## config.mk

```make
export PLATFORM = sky130hd
export DESIGN_NAME = lsu
export DESIGN_NICKNAME = d
export VERILOG_FILES = /design/src/rtl/lsu.sv
export SDC_FILE = /design/constraint.sdc
export NUM_CORES = 1
export LEC_CHECK = 0
export ABC_AREA = 1
export BUFFER_PORTS_ARGS = -buffer_cell sky130_fd_sc_hd__buf_2
export CAP_MARGIN = 15
export CORE_MARGIN = 5
export CORE_UTILIZATION = 42
export CTS_BUF_LIST = sky130_fd_sc_hd__clkbuf_16
export CTS_CLUSTER_SIZE = 16
export DETAILED_ROUTE_END_ITERATION = 8
export GPL_TIMING_DRIVEN = 1
export PLACE_DENSITY = 0.75
export SKIP_LAST_GASP = 1
export SLEW_MARGIN = 30
export SYNTH_ARGS = -nofsm -noshare
export SYNTH_HDL_FRONTEND = slang
export SYNTH_SLANG_ARGS = --single-unit
export TNS_END_PERCENT = 5
```

## constraint.sdc

```tcl
create_clock -name clk_i -period 1.41 [get_ports clk_i]
set_input_delay 0.0705 -clock clk_i [delete_from_list [all_inputs] [get_ports clk_i]]
set_output_delay 0.0705 -clock clk_i [all_outputs]
set_load 0.005 [all_outputs]
```

## src/rtl/lsu.sv

```systemverilog
// Load/store unit: one request/grant/response data-memory access per instruction.
// Optional bus timeout abort is enabled by defining LSU_TIMEOUT_EN.
module lsu #(
  parameter int unsigned DATA_W         = 16,
  parameter int unsigned ADDR_W         = 16,
  parameter int unsigned TIMEOUT_CYCLES = 64
) (
  input  logic              clk_i,
  input  logic              rst_ni,
  input  logic              valid_i,
  input  logic              mem_read_i,
  input  logic              mem_write_i,
  input  logic [ADDR_W-1:0] addr_i,
  input  logic [DATA_W-1:0] wdata_i,
  output logic              stall_o,
  output logic [DATA_W-1:0] rdata_o,
  output logic              rdata_valid_o,
  output logic              err_o,
  output logic              dmem_req_o,
  output logic              dmem_we_o,
  output logic [ADDR_W-1:0] dmem_addr_o,
  output logic [DATA_W-1:0] dmem_wdata_o,
  input  logic              dmem_gnt_i,
  input  logic              dmem_rvalid_i,
  input  logic [DATA_W-1:0] dmem_rdata_i
);

  typedef enum logic [1:0] {IDLE, REQ, RESP, DONE} state_e;

  state_e              state_q, state_d;
  logic                dmem_req_q, dmem_req_d;
  logic                dmem_we_q, dmem_we_d;
  logic [ADDR_W-1:0]   dmem_addr_q, dmem_addr_d;
  logic [DATA_W-1:0]   dmem_wdata_q, dmem_wdata_d;
  logic [DATA_W-1:0]   rdata_q, rdata_d;
  logic                rdata_valid_q, rdata_valid_d;
  logic                err_q, err_d;
  logic                access;

  assign access = valid_i & (mem_read_i | mem_write_i);

`ifdef LSU_TIMEOUT_EN
  localparam int unsigned CntW = $clog2(TIMEOUT_CYCLES) + 1;
  logic [CntW-1:0] cnt_q, cnt_d;
  logic            timeout;
  assign timeout = (cnt_q == CntW'(TIMEOUT_CYCLES - 1));
`endif

  always_comb begin
    state_d       = state_q;
    dmem_req_d    = dmem_req_q;
    dmem_we_d     = dmem_we_q;
    dmem_addr_d   = dmem_addr_q;
    dmem_wdata_d  = dmem_wdata_q;
    rdata_d       = rdata_q;
    rdata_valid_d = 1'b0;
    err_d         = 1'b0;
    stall_o       = 1'b0;

    unique case (state_q)
      IDLE: begin
        if (access) begin
          stall_o = 1'b1;
          if (addr_i[0]) begin
            state_d = DONE;
            err_d   = 1'b1;
            if (mem_read_i) rdata_d = '0;
          end else begin
            state_d      = REQ;
            dmem_req_d   = 1'b1;
            dmem_addr_d  = addr_i;
            dmem_wdata_d = wdata_i;
            dmem_we_d    = ~mem_read_i;
          end
        end
      end
      REQ: begin
        stall_o = 1'b1;
        if (dmem_gnt_i) begin
          dmem_req_d = 1'b0;
          if (dmem_we_q) begin
            state_d       = DONE;
            rdata_valid_d = 1'b1;
          end else begin
            state_d = RESP;
          end
        end
      end
      RESP: begin
        stall_o = 1'b1;
        if (dmem_rvalid_i) begin
          state_d       = DONE;
          rdata_d       = dmem_rdata_i;
          rdata_valid_d = 1'b1;
        end
      end
      DONE: state_d = IDLE;
      default: state_d = IDLE;
    endcase

`ifdef LSU_TIMEOUT_EN
    // Abort only when the cycle made no progress; a grant or rvalid on the
    // final counted cycle still completes normally.
    cnt_d = cnt_q;
    if (state_q == REQ || state_q == RESP) begin
      cnt_d = cnt_q + 1'b1;
      if (timeout && state_d == state_q) begin
        state_d       = DONE;
        dmem_req_d    = 1'b0;
        err_d         = 1'b1;
        rdata_valid_d = 1'b0;
        if (!dmem_we_q) rdata_d = '0;
      end
    end
    if (state_q == IDLE && state_d == REQ) cnt_d = '0;
`endif
  end

  always_ff @(posedge clk_i or negedge rst_ni) begin
    if (!rst_ni) begin
      state_q       <= IDLE;
      dmem_req_q    <= 1'b0;
      dmem_we_q     <= 1'b0;
      dmem_addr_q   <= '0;
      dmem_wdata_q  <= '0;
      rdata_q       <= '0;
      rdata_valid_q <= 1'b0;
      err_q         <= 1'b0;
`ifdef LSU_TIMEOUT_EN
      cnt_q         <= '0;
`endif
    end else begin
      state_q       <= state_d;
      dmem_req_q    <= dmem_req_d;
      dmem_we_q     <= dmem_we_d;
      dmem_addr_q   <= dmem_addr_d;
      dmem_wdata_q  <= dmem_wdata_d;
      rdata_q       <= rdata_d;
      rdata_valid_q <= rdata_valid_d;
      err_q         <= err_d;
`ifdef LSU_TIMEOUT_EN
      cnt_q         <= cnt_d;
`endif
    end
  end

  assign dmem_req_o    = dmem_req_q;
  assign dmem_we_o     = dmem_we_q;
  assign dmem_addr_o   = dmem_addr_q;
  assign dmem_wdata_o  = dmem_wdata_q;
  assign rdata_o       = rdata_q;
  assign rdata_valid_o = rdata_valid_q;
  assign err_o         = err_q;

endmodule

```

==> results of run 1 <==
[worst reg2reg max path, cell delays in order, from the launching register on]
cell,delay (ns)
sky130_fd_sc_hd__dfrtp_1,0.42
sky130_fd_sc_hd__inv_2,0.12
sky130_fd_sc_hd__ha_4,0.23
sky130_fd_sc_hd__inv_4,0.05
sky130_fd_sc_hd__nand2_4,0.05
sky130_fd_sc_hd__nand2_4,0.06
sky130_fd_sc_hd__nor2_8,0.13
sky130_fd_sc_hd__buf_4,0.16
sky130_fd_sc_hd__nand3b_1,0.08
sky130_fd_sc_hd__nand2_1,0.06
[report_power, final]
part / internal, mW / switching (mW)
clock: 0.636 / 0.505
sequential: 2.25 / 0.377
combinational: 1.49 / 1.74
total: 4.38 / 2.62
[registers in the layout (all words and copies together), names as in the netlist]
signal,flops
dmem_addr_o,15
dmem_req_o,1
dmem_wdata_o,16
dmem_we_o,1
err_o,1
rdata_o,16
rdata_valid_o,1
state_q,2
[Yosys cell counts]
cell	number
sky130_fd_sc_hd__clkbuf_8	1
sky130_fd_sc_hd__clkbuf_2	1
sky130_fd_sc_hd__nand3b_1	16
sky130_fd_sc_hd__inv_4	1
sky130_fd_sc_hd__buf_2	4
sky130_fd_sc_hd__ha_1	5
sky130_fd_sc_hd__dfrtp_1	53
sky130_fd_sc_hd__nand3_2	1
sky130_fd_sc_hd__o21ai_0	35
sky130_fd_sc_hd__nor2_1	1
sky130_fd_sc_hd__nand4_1	3
sky130_fd_sc_hd__inv_1	39
sky130_fd_sc_hd__nand2_4	4
sky130_fd_sc_hd__inv_2	1
sky130_fd_sc_hd__clkbuf_1	2
sky130_fd_sc_hd__nand3_1	5
sky130_fd_sc_hd__or2_2	1
sky130_fd_sc_hd__nand2_2	2
sky130_fd_sc_hd__a21oi_1	2
sky130_fd_sc_hd__conb_1	1
sky130_fd_sc_hd__o21a_1	1
sky130_fd_sc_hd__buf_6	5
sky130_fd_sc_hd__buf_4	1
sky130_fd_sc_hd__nor2_8	1
sky130_fd_sc_hd__nand2_1	92
[timing repair]
item	in CTS	in global routing
endpoints found under the hold margin	53	0
buffers inserted	3	0
gates resized for setup	2	5
hold buffers	1	0
gates cloned	0	0
setup endpoints to repair	14	52
pin swaps	2	1
[worst paths after layout]
kind | end | depth (start not counted) | slack [ns]
worst max-delay path | stall_o | 5 | -0.02
worst min-delay path | dmem_wdata_o[4] | 3 | 0.02
worst max register to register | rdata_o[3] | 9 | 0
worst min register to register | rdata_o[6] | 2 | 0.47
max in group asynchronous | state_q[1] | 3 | 0.72
min in group asynchronous | dmem_addr_o[1] | 2 | 0.18
[per-stage QoR]
stage	utilization [%]	instance area, µm²	std cells	hold slack, ns
finish	59.0	3310	464	0.0206
global route	59.0	3310	464	0.0317
CTS	58.7	3290	464	0.0227
detailed placement	55.6	3120	453	-0.0626
global placement	55.6	3120	453	-0.0661
floorplan	-	2500	278	-0.225
[final cells by class]
| cell class | count | area [µm²] |
|---|---|---|
| fill | 534 | 2300 |
| sequential | 53 | 1330 |
| multi-input combinational | 170 | 926 |
| timing repair buffer | 121 | 674 |
| inverter | 41 | 159 |
| clock buffer | 5 | 125 |
| tap | 72 | 90.1 |
| clock inverter | 2 | 7.51 |
[layer usage]
metal / routed length, µm / part of all wire, % / vias to the layer above / global-route usage (%)
met5: 0 / 0 / - / 0
met4: 168 / 2.9 / 0 / 7.65
met3: 321 / 5.5 / 15 / 3.14
met2: 2970 / 51 / 62 / 28.7
met1: 2340 / 40 / 950 / 17.7
li1: - / - / 1076 / -
[cells by family after synthesis]
family	Yosys count	synth area share [%]
adders and majority gates	5	2.54
AOI/OAI and AO/OA	38	7.84
other	1	0.153
and+or+nand+nor	126	24.7
DFF	53	53.9
buffers and inverters	55	10.8
==> results.rst, run 1 <==
.. list-table::
   :header-rows: 1

   * - Metric
     - Value
   * - Status
     - complete, but fails checks
   * - Violations in the final reports
     - setup timing
   * - Critical path launch point type
     - flip-flop
   * - Total power per unit cell area
     - 2120 mW/mm²
   * - Height of the die
     - 86.5 µm
   * - Critical path buffer and inverter count
     - 2
   * - Path type of the worst setup path
     - flip-flop to primary output
   * - Mean instance size in the synthesized netlist
     - 8.84 µm²
   * - Min-delay src
     - wdata_i[4]
   * - VDD IR max
     - 0.971 mV
   * - Number of global-route vias before repair
     - 2059
   * - Total wire length after detailed routing
     - 5.80 mm
   * - Final Critical Period
     - 1.43 ns
   * - Via density
     - 4.53
   * - NumNets Final
     - 452
   * - DP Worst Slack
     - -0.0195 ns
   * - Fraction of final layout cells with drive strength greater than 1
     - 37.2%
   * - Clock-pin slew on the worst setup and hold paths
     - 0.06 ns
   * - Standard-cell rows
     - 27
   * - Fraction of synthesized cell area taken by the top area cell type
     - 53.9%
   * - Via count of the routed design
     - 2103
   * - Fin. max-slew vios
     - 0
   * - RSZ-0062 raised after global routing
     - true
   * - Sum of internal, switching and leakage power
     - 7.00 mW
   * - Maximum level of the CTS H-tree
     - 2
   * - Slowest cell on the critical path
     - sky130_fd_sc_hd__dfrtp_1
   * - Layout Area Growth over Synthesis
     - 34.6%
   * - Worst Path Required
     - 1.34 ns
   * - Startpoint of the worst-slack reg-to-reg timing path
     - state_q[0]
   * - Worst clock skew on the final layout
     - 0.00245 ns
   * - Highest-count cells in the layout ignoring fill and taps
     - 106 x sky130_fd_sc_hd__buf_2, 89 x sky130_fd_sc_hd__nand2_1, 52 x sky130_fd_sc_hd__dfrtp_1, 37 x sky130_fd_sc_hd__inv_1, 35 x sky130_fd_sc_hd__o21ai_0
   * - Area enclosed by the die boundary
     - 0.00748 mm²
   * - Total gr overflow
     - 0
   * - Global routing usage summed across all routing layers
     - 15.9%
   * - Startpoint of the worst setup timing path
     - state_q[0]
   * - Number of detailed-route iterations in the first pass
     - 4
   * - Netlist area before placement
     - 0.00246 mm²
   * - Antenna violations before repair
     - 0
   * - Die X-Extent
     - 86.5 µm
   * - I/O pin count
     - 108
   * - Synthesis-stage register bit count
     - 53
   * - Dominant cells by area after synthesis
     - sky130_fd_sc_hd__dfrtp_1 54%, sky130_fd_sc_hd__nand2_1 14%, sky130_fd_sc_hd__o21ai_0 7.1%, sky130_fd_sc_hd__inv_1 6.0%, sky130_fd_sc_hd__nand3b_1 4.9%
   * - Core Area
     - 0.00561 mm²
   * - Post-synthesis sequential area ratio
     - 53.9%
   * - Clock root buffer
     - sky130_fd_sc_hd__clkbuf_16
   * - Synthesized net count
     - 338
   * - Number of hold violations in the final report
     - 0
   * - Port Buffer Count
     - 106
   * - YS warnings
     - 0
   * - Antenna Diode Count
     - 0
   * - Global-route wire length before repair
     - 9.34 mm
   * - Post-detailed-placement half-perimeter wirelength
     - 4.32 mm
   * - Number of DRC markers after the initial detailed-route iteration
     - 122
   * - Sequence of cells on the critical path
     - inv_2, ha_4, nand2_4, a21oi_2, buf_2
   * - Final sum of negative setup slack
     - -0.0204 ns
   * - Detail-routed net length per standard cell
     - 12.5 µm
   * - Global placement routability congestion
     - 0.806
   * - Max incr delay on CP
     - 0.42 ns
   * - Final antenna-violating net count
     - 0
   * - Maximum Capacitance Violations
     - 0
   * - Cell type with the largest total area after synthesis
     - sky130_fd_sc_hd__dfrtp_1
   * - Number of instances in the synthesized netlist
     - 278
   * - Clock net sink count
     - 53
   * - Leakage
     - 1.95 nW
   * - Initial Utilization
     - 43.8%
   * - Detailed-route DRC error count
     - 0
   * - CTS tree
     - built
   * - Peak fanout along the critical path
     - 7
   * - Worst-skew pair later-pin latency
     - 0.29 ns
   * - Family with the most delay on the worst path
     - flip-flops
   * - Max clock buf depth
     - 2
   * - Arrival time of the worst setup path
     - 1.36 ns
   * - Kind of capture point of the worst setup path
     - primary output
   * - Final-report setup violation count
     - 2
   * - Number of buffers inserted during clock tree synthesis
     - 5
   * - Most common cell after layout, fill and taps aside
     - sky130_fd_sc_hd__buf_2
   * - Largest net degree at the start of global routing
     - 47
   * - Setup WS post-layout
     - -0.0203 ns
   * - Count of cell types in the netlist
     - 25
   * - Post-route fraction of the period consumed by the critical path
     - 101%
   * - Achievable frequency
     - 699 MHz
   * - Class of the tightest hold or removal check
     - input pin to flip-flop
Note: power is estimated with default switching activity, not from simulation.
==> run 2, diff against run 1 <==
Settings changed: HOLD_SLACK_MARGIN set to 0.15.
==> run 2 against run 1 <==
  * The run still ends with setup timing left
  * Critical path depth up 1
  * Largest cell class unchanged
  * Clock skew down 0.0011 ns
  * Critical endpoint is now dmem_wdata_o[11]
  * Clock power about the same
  * Maximum frequency down 2.9%
  * Via count up 12%
  * Final cell count up 11%
  * Sequential share of layout area down 5.4 points
  * Wire length up 18%
  * Power up 3.0%
==> results.rst, run 2 (synthesized netlist as in run 1, its figures left out) <==
.. list-table::
   :header-rows: 1

   * - Metric
     - Value
   * - Status
     - complete, but fails checks
   * - Violations in the final reports
     - setup timing
   * - Global-route wire length before repair
     - 11.0 mm
   * - Maximum Capacitance Violations
     - 0
   * - RSZ-0062 raised after global routing
     - true
   * - Sequence of cells on the critical path
     - inv_2, ha_4, nand3_2, buf_6, nand2_1, o21ai_0
   * - Max clock buf depth
     - 2
   * - Detail-routed net length per standard cell
     - 13.3 µm
   * - Via count of the routed design
     - 2361
   * - Antenna Diode Count
     - 0
   * - Post-detailed-placement half-perimeter wirelength
     - 4.32 mm
   * - Final Instance Count excl. Fillers
     - 515
   * - Area used by multi-input combinational logic
     - 926 µm²
   * - Global placement routability congestion
     - 0.806
   * - Number of global-route vias before repair
     - 2369
   * - Standard-cell rows
     - 27
   * - Post-route fraction of the period consumed by the critical path
     - 104%
   * - Summed area of non-filler cells in the final layout
     - 0.00382 mm²
   * - Worst reg-to-reg setup slack
     - -0.06 ns
   * - Switching power
     - 2.73 mW
   * - Startpoint of the worst setup timing path
     - state_q[0]
   * - Arrival time of the worst setup path
     - 1.62 ns
   * - Sequential power share
     - 36.9%
   * - Achievable frequency
     - 679 MHz
   * - Worst clock skew on the final layout
     - 0.00135 ns
   * - Area enclosed by the die boundary
     - 0.00748 mm²
   * - Fraction of final layout cells with drive strength greater than 1
     - 33.0%
   * - Startpoint of the worst-slack reg-to-reg timing path
     - state_q[0]
   * - Critical Path Stages
     - 6
   * - Die X-Extent
     - 86.5 µm
   * - Most common cell after layout, fill and taps aside
     - sky130_fd_sc_hd__buf_2
   * - Total power per unit cell area
     - 1890 mW/mm²
   * - Detailed-route DRC error count
     - 0
   * - Clock-pin slew on the worst setup and hold paths
     - 0.06 ns
   * - Cell count after placement
     - 453
   * - Height of the die
     - 86.5 µm
   * - Path type of the worst setup path
     - flip-flop to flip-flop
   * - Peak fanout along the critical path
     - 20
   * - Number of detailed-route iterations in the first pass
     - 6
   * - Post-route core utilization
     - 68.2%
   * - Setup WS post-layout
     - -0.0631 ns
   * - Via density
     - 4.58
   * - Final antenna-violating net count
     - 0
   * - Worst-skew pair later-pin latency
     - 0.29 ns
   * - Final Critical Period
     - 1.47 ns
   * - Total gr overflow
     - 0
   * - I/O pin count
     - 108
   * - Critical path buffer and inverter count
     - 2
   * - Placed cell areas
     - 0.00312 mm²
   * - Class of the tightest hold or removal check
     - input pin to asynchronous set/reset pin
   * - Maximum level of the CTS H-tree
     - 2
   * - Critical Path Sink
     - dmem_wdata_o[11]
   * - Storage element area
     - 0.00133 mm²
   * - Fill cell total of the finished layout
     - 450
   * - Internal power
     - 4.48 mW
   * - Leakage
     - 2.16 nW
   * - Number of hold violations in the final report
     - 0
   * - Fin. max-slew vios
     - 0
   * - Largest net degree at the start of global routing
     - 47
   * - Switching Fraction
     - 37.9%
   * - Antenna violations before repair
     - 0
   * - Critical path launch point type
     - flip-flop
   * - Relative contribution of combinational cells to total power
     - 47.4%
   * - Number of buffers inserted during clock tree synthesis
     - 5
   * - Worst Path Required
     - 1.55 ns
   * - R2R depth
     - 6
   * - Port Buffer Count
     - 106
   * - NumNets Final
     - 503
   * - Number of DRC markers after the initial detailed-route iteration
     - 148
   * - Worst-case hold slack
     - 0.179 ns
   * - Clock root buffer
     - sky130_fd_sc_hd__clkbuf_16
   * - Layout Area Growth over Synthesis
     - 55.5%
   * - Slowest cell on the critical path
     - sky130_fd_sc_hd__dfrtp_1
   * - Clock net sink count
     - 53
   * - Worst R2R End
     - dmem_wdata_o[11]
   * - CTS tree
     - built
   * - Final-report setup violation count
     - 7
   * - Family with the most delay on the worst path
     - flip-flops
   * - Total wire length after detailed routing
     - 6.86 mm
   * - Highest-count cells in the layout ignoring fill and taps
     - 106 x sky130_fd_sc_hd__buf_2, 89 x sky130_fd_sc_hd__nand2_1, 52 x sky130_fd_sc_hd__dfrtp_1, 52 x sky130_fd_sc_hd__dlygate4sd3_1, 37 x sky130_fd_sc_hd__inv_1
   * - Global routing usage summed across all routing layers
     - 18.6%
   * - Core Area
     - 0.00561 mm²
   * - Initial Utilization
     - 43.8%
   * - Kind of capture point of the worst setup path
     - flip-flop
   * - Portion of total power attributed to the clock network
     - 15.7%
   * - VDD IR max
     - 0.923 mV
   * - Max incr delay on CP
     - 0.41 ns
-- run 2: worst register-to-register path, delay by kind of cell, from the launching register on --
| kind | cells | cell delay [ns] |
|---|---|---|
| adder cells (fa/ha/maj) | 1 | 0.23 |
| flip-flops | 1 | 0.41 |
| AO/OA/AOI/OAI | 1 | 0.13 |
| buffers and inverters | 2 | 0.31 |
| AND/OR/NAND/NOR | 2 | 0.25 |
-- run 2: layer usage --
metal / wire length (µm) / vias up / global-route usage (%)
met1: 2690 / 1091 / 20.7
met2: 3650 / 68 / 34.5
met3: 302 / 21 / 2.95
met4: 220 / 0 / 8.07
li1: - / 1181 / -
met5: 0 / - / 0
-- run 2: power groups by stage --
| stage | registers (mW) | logic [mW] | clock network (mW) |
|---|---|---|---|
| 2_1_floorplan | 2.73 | 1.77 | 0 |
| 3_3_place_gp | 2.65 | 3.02 | 0 |
| 3_5_place_dp | 2.66 | 3.10 | 0 |
| 4_1_cts | 2.63 | 3.32 | 1.17 |
| 5_1_grt | 2.74 | 3.81 | 1.22 |
| 6_report | 2.66 | 3.42 | 1.13 |
-- run 2: worst min-delay path by stage --
stage	from	end	slack, ns	depth (start not counted)
after floorplan	rst_ni	dmem_addr_o[10]	-0.23	0
after global placement	rst_ni	dmem_wdata_o[6]	-0.07	1
after detailed placement	rst_ni	dmem_wdata_o[6]	-0.06	1
after CTS	valid_i	err_o	0.17	4
after global routing	rst_ni	dmem_wdata_o[6]	0.19	2
final	rst_ni	dmem_addr_o[4]	0.18	2
-- run 2: cell type report --
type	count	area share [%]
sequential	53	34.7
tap	72	2.36
clock buffer	5	3.27
inverter	41	4.16
multi-input combinational	170	24.2
timing repair buffer	172	31.1
clock inverter	2	0.196
-- run 2: what timing repair did --
| item | in CTS | in global routing |
|---|---|---|
| endpoints found under the setup margin | 14 | 52 |
| pin swaps | 2 | 1 |
| hold buffers | 52 | 0 |
| hold endpoints to repair | 103 | 0 |
| buffers inserted | 3 | 0 |
| resized for setup | 2 | 7 |
-- run 2: stage by stage --
step / power, mW / setup slack [ns] / TNS, ns
3_3_place_gp: 5.66 / 0.0334 / 0
4_1_cts: 7.12 / -0.0335 / -0.0944
5_1_grt: 7.77 / -0.153 / -3.71
2_1_floorplan: 4.50 / -0.0724 / -0.724
6_report: 7.21 / -0.0631 / -0.106
3_5_place_dp: 5.76 / -0.0195 / -0.0318
==> run 3, diff against run 2 <==
--- a/config.mk
+++ b/config.mk
@@ -8,5 +8,4 @@
 export ABC_AREA = 1
 export BUFFER_PORTS_ARGS = -buffer_cell sky130_fd_sc_hd__buf_2
-export CAP_MARGIN = 15
 export CORE_MARGIN = 5
 export CORE_UTILIZATION = 42
==> constraint.sdc (replaced) <==
create_clock -name clk_i -period 1.41 [get_ports clk_i]
set_input_delay 0.0705 -clock clk_i [delete_from_list [all_inputs] [get_ports clk_i]]
set_output_delay 0.0705 -clock clk_i [all_outputs]
set_load 0.1 [all_outputs]
==> run 3 against run 2 <==
  * The run still ends with setup timing left
  * Count of clock-buffer cells in the layout did not move
  * Largest cell class unchanged
  * Critical path depth rose by 4
  * Clock skew rose by 0.0025 ns
  * Non-clock buffer count rose by 1
  * Wire length rose by 1.4%
  * Utilization rose by 1.1 points
  * Design area rose by 1.6%
  * Setup slack improved by 0.0069 ns
  * Highest routed layer unchanged
  * Flip-flop and latch count did not move
  * Register-to-register slack barely moved
==> results.rst, run 3 (synthesized netlist as in run 1, its figures left out) <==
.. list-table::
   :header-rows: 1

   * - Metric
     - Value
   * - Startpoint of the worst setup timing path
     - state_q[0]
   * - Detailed-route DRC error count
     - 0
   * - Storage element area
     - 0.00133 mm²
   * - Detail-routed net length per standard cell
     - 13.4 µm
   * - Maximum Capacitance Violations
     - 0
   * - Number of detailed-route iterations in the first pass
     - 4
   * - Peak fanout along the critical path
     - 9
   * - Area enclosed by the die boundary
     - 0.00748 mm²
   * - Core Area
     - 0.00561 mm²
   * - Layout Area Growth over Synthesis
     - 58.0%
   * - Critical path launch point type
     - flip-flop
   * - Max clock buf depth
     - 2
   * - Critical Path Sink
     - rdata_o[7]
   * - Slowest cell on the critical path
     - sky130_fd_sc_hd__dfrtp_1
   * - I/O pin count
     - 108
   * - Fill cell total of the finished layout
     - 434
   * - Startpoint of the worst-slack reg-to-reg timing path
     - state_q[0]
   * - Global-route wire length before repair
     - 11.5 mm
   * - Most common cell after layout, fill and taps aside
     - sky130_fd_sc_hd__buf_2
   * - NumNets Final
     - 504
   * - Class of the tightest hold or removal check
     - input pin to flip-flop
   * - Number of DRC markers after the initial detailed-route iteration
     - 90
   * - Standard-cell rows
     - 27
   * - Via count of the routed design
     - 2405
   * - Antenna violations before repair
     - 0
   * - Worst reg-to-reg setup slack
     - -0.06 ns
   * - Highest-count cells in the layout ignoring fill and taps
     - 105 x sky130_fd_sc_hd__buf_2, 90 x sky130_fd_sc_hd__nand2_1, 52 x sky130_fd_sc_hd__dfrtp_1, 51 x sky130_fd_sc_hd__dlygate4sd3_1, 36 x sky130_fd_sc_hd__inv_1
   * - Violations in the final reports
     - setup timing
   * - Worst R2R End
     - rdata_o[7]
   * - Initial Utilization
     - 43.8%
   * - Maximum level of the CTS H-tree
     - 2
   * - Worst Path Required
     - 1.63 ns
   * - Max incr delay on CP
     - 0.39 ns
   * - Measured slew at the worst slew-check pin
     - 0.514 ns
   * - Number of buffers inserted during clock tree synthesis
     - 5
   * - Fraction of final layout cells with drive strength greater than 1
     - 33.9%
   * - Final-report setup violation count
     - 17
   * - Clock net sink count
     - 53
   * - Path type of the worst setup path
     - flip-flop to flip-flop
   * - Height of the die
     - 86.5 µm
   * - RSZ-0062 raised after global routing
     - true
   * - Number of global-route vias before repair
     - 2493
   * - Remaining max-slew budget at the tightest pin
     - 66.0%
   * - Global placement routability congestion
     - 0.840
   * - Status
     - complete, but fails checks
   * - Global routing usage summed across all routing layers
     - 19.3%
   * - Arrival time of the worst setup path
     - 1.69 ns
   * - Final antenna-violating net count
     - 0
   * - Clock-pin slew on the worst setup and hold paths
     - 0.07 ns
   * - Largest net degree at the start of global routing
     - 65
   * - Die X-Extent
     - 86.5 µm
   * - Final sum of negative setup slack
     - -0.400 ns
   * - Worst-skew pair later-pin latency
     - 0.28 ns
   * - Setup WS post-layout
     - -0.0563 ns
   * - Total wire length after detailed routing
     - 6.96 mm
   * - Worst clock skew on the final layout
     - 0.00387 ns
   * - Post-route fraction of the period consumed by the critical path
     - 104%
   * - DP Worst Slack
     - -0.0165 ns
   * - Post-detailed-placement half-perimeter wirelength
     - 4.51 mm
   * - R2R depth
     - 10
   * - Clock root buffer
     - sky130_fd_sc_hd__clkbuf_16
   * - Post-route core utilization
     - 69.3%
   * - Number of hold violations in the final report
     - 0
   * - Area used by multi-input combinational logic
     - 928 µm²
   * - Achievable frequency
     - 682 MHz
   * - Final Critical Period
     - 1.47 ns
   * - Sequence of cells on the critical path
     - inv_2, ha_4, buf_4, inv_4, nand2_4, nand2_4, nor2_8, buf_6, nand3b_1, nand2_1
   * - CTS tree
     - built
   * - Fin. max-slew vios
     - 0
   * - Via density
     - 4.64
   * - Kind of capture point of the worst setup path
     - flip-flop
   * - Total gr overflow
     - 0
   * - Crit path top cell by count
     - sky130_fd_sc_hd__nand2_4
   * - Port Buffer Count
     - 106
-- run 3: worst max-delay path: cells and delay by family, from the launching register on --
kind                     cells  cell delay (ns)
flip-flops                   1             0.39
adder cells (fa/ha/maj)      1             0.17
AND/OR/NAND/NOR              5             0.42
buffers and inverters        4             0.42
-- run 3: what timing repair did --
| action | CTS | global route |
|---|---|---|
| buffers inserted | 7 | 0 |
| hold endpoints to repair | 68 | 0 |
| setup endpoints to repair | 17 | 51 |
| pin swaps | 2 | 0 |
| resized for setup | 4 | 1 |
| hold buffers | 51 | 0 |
-- run 3: worst min-delay path by stage --
stage | start | end | slack, ns | depth (start not counted)
after global routing | dmem_rdata_i[7] | rdata_o[7] | 0.15 | 4
final | dmem_rdata_i[7] | rdata_o[7] | 0.15 | 4
after floorplan | rst_ni | dmem_addr_o[10] | -0.23 | 0
after CTS | dmem_rdata_i[7] | rdata_o[7] | 0.16 | 4
after detailed placement | rst_ni | state_q[0] | 0.06 | 1
after global placement | rst_ni | state_q[0] | 0.06 | 1
-- run 3: layout make-up --
cell class / count / share of cell area (%)
sequential: 53 / 34.2
inverter: 41 / 4.16
tap: 72 / 2.32
clock inverter: 3 / 1.13
timing repair buffer: 173 / 31.0
clock buffer: 5 / 3.22
multi-input combinational: 170 / 23.9
antenna: 1 / 0.0644
-- run 3: stage by stage --
stage | instances | hold WS [ns] | area [µm²]
final | 518 | 0.150 | 3880
after detailed placement | 451 | 0.0617 | 3130
after floorplan | 278 | -0.225 | 2510
after CTS | 517 | 0.157 | 3870
after global routing | 517 | 0.155 | 3880
after global placement | 451 | 0.0596 | 3130
-- run 3: layer usage --
| metal | GRT usage (%) | share of wire, % | routed length (µm) | vias up |
|---|---|---|---|---|
| li1 | - | - | - | 1185 |
| met1 | 21.5 | 36 | 2520 | 1115 |
| met2 | 36.0 | 55 | 3810 | 85 |
| met3 | 3.23 | 6.0 | 414 | 20 |
| met4 | 8.22 | 3.0 | 211 | 0 |
| met5 | 0 | 0 | 0 | - |
Power of run 3 is not shown: default switching activity piles up to over one toggle a cycle in this logic, so the estimate is an artifact.
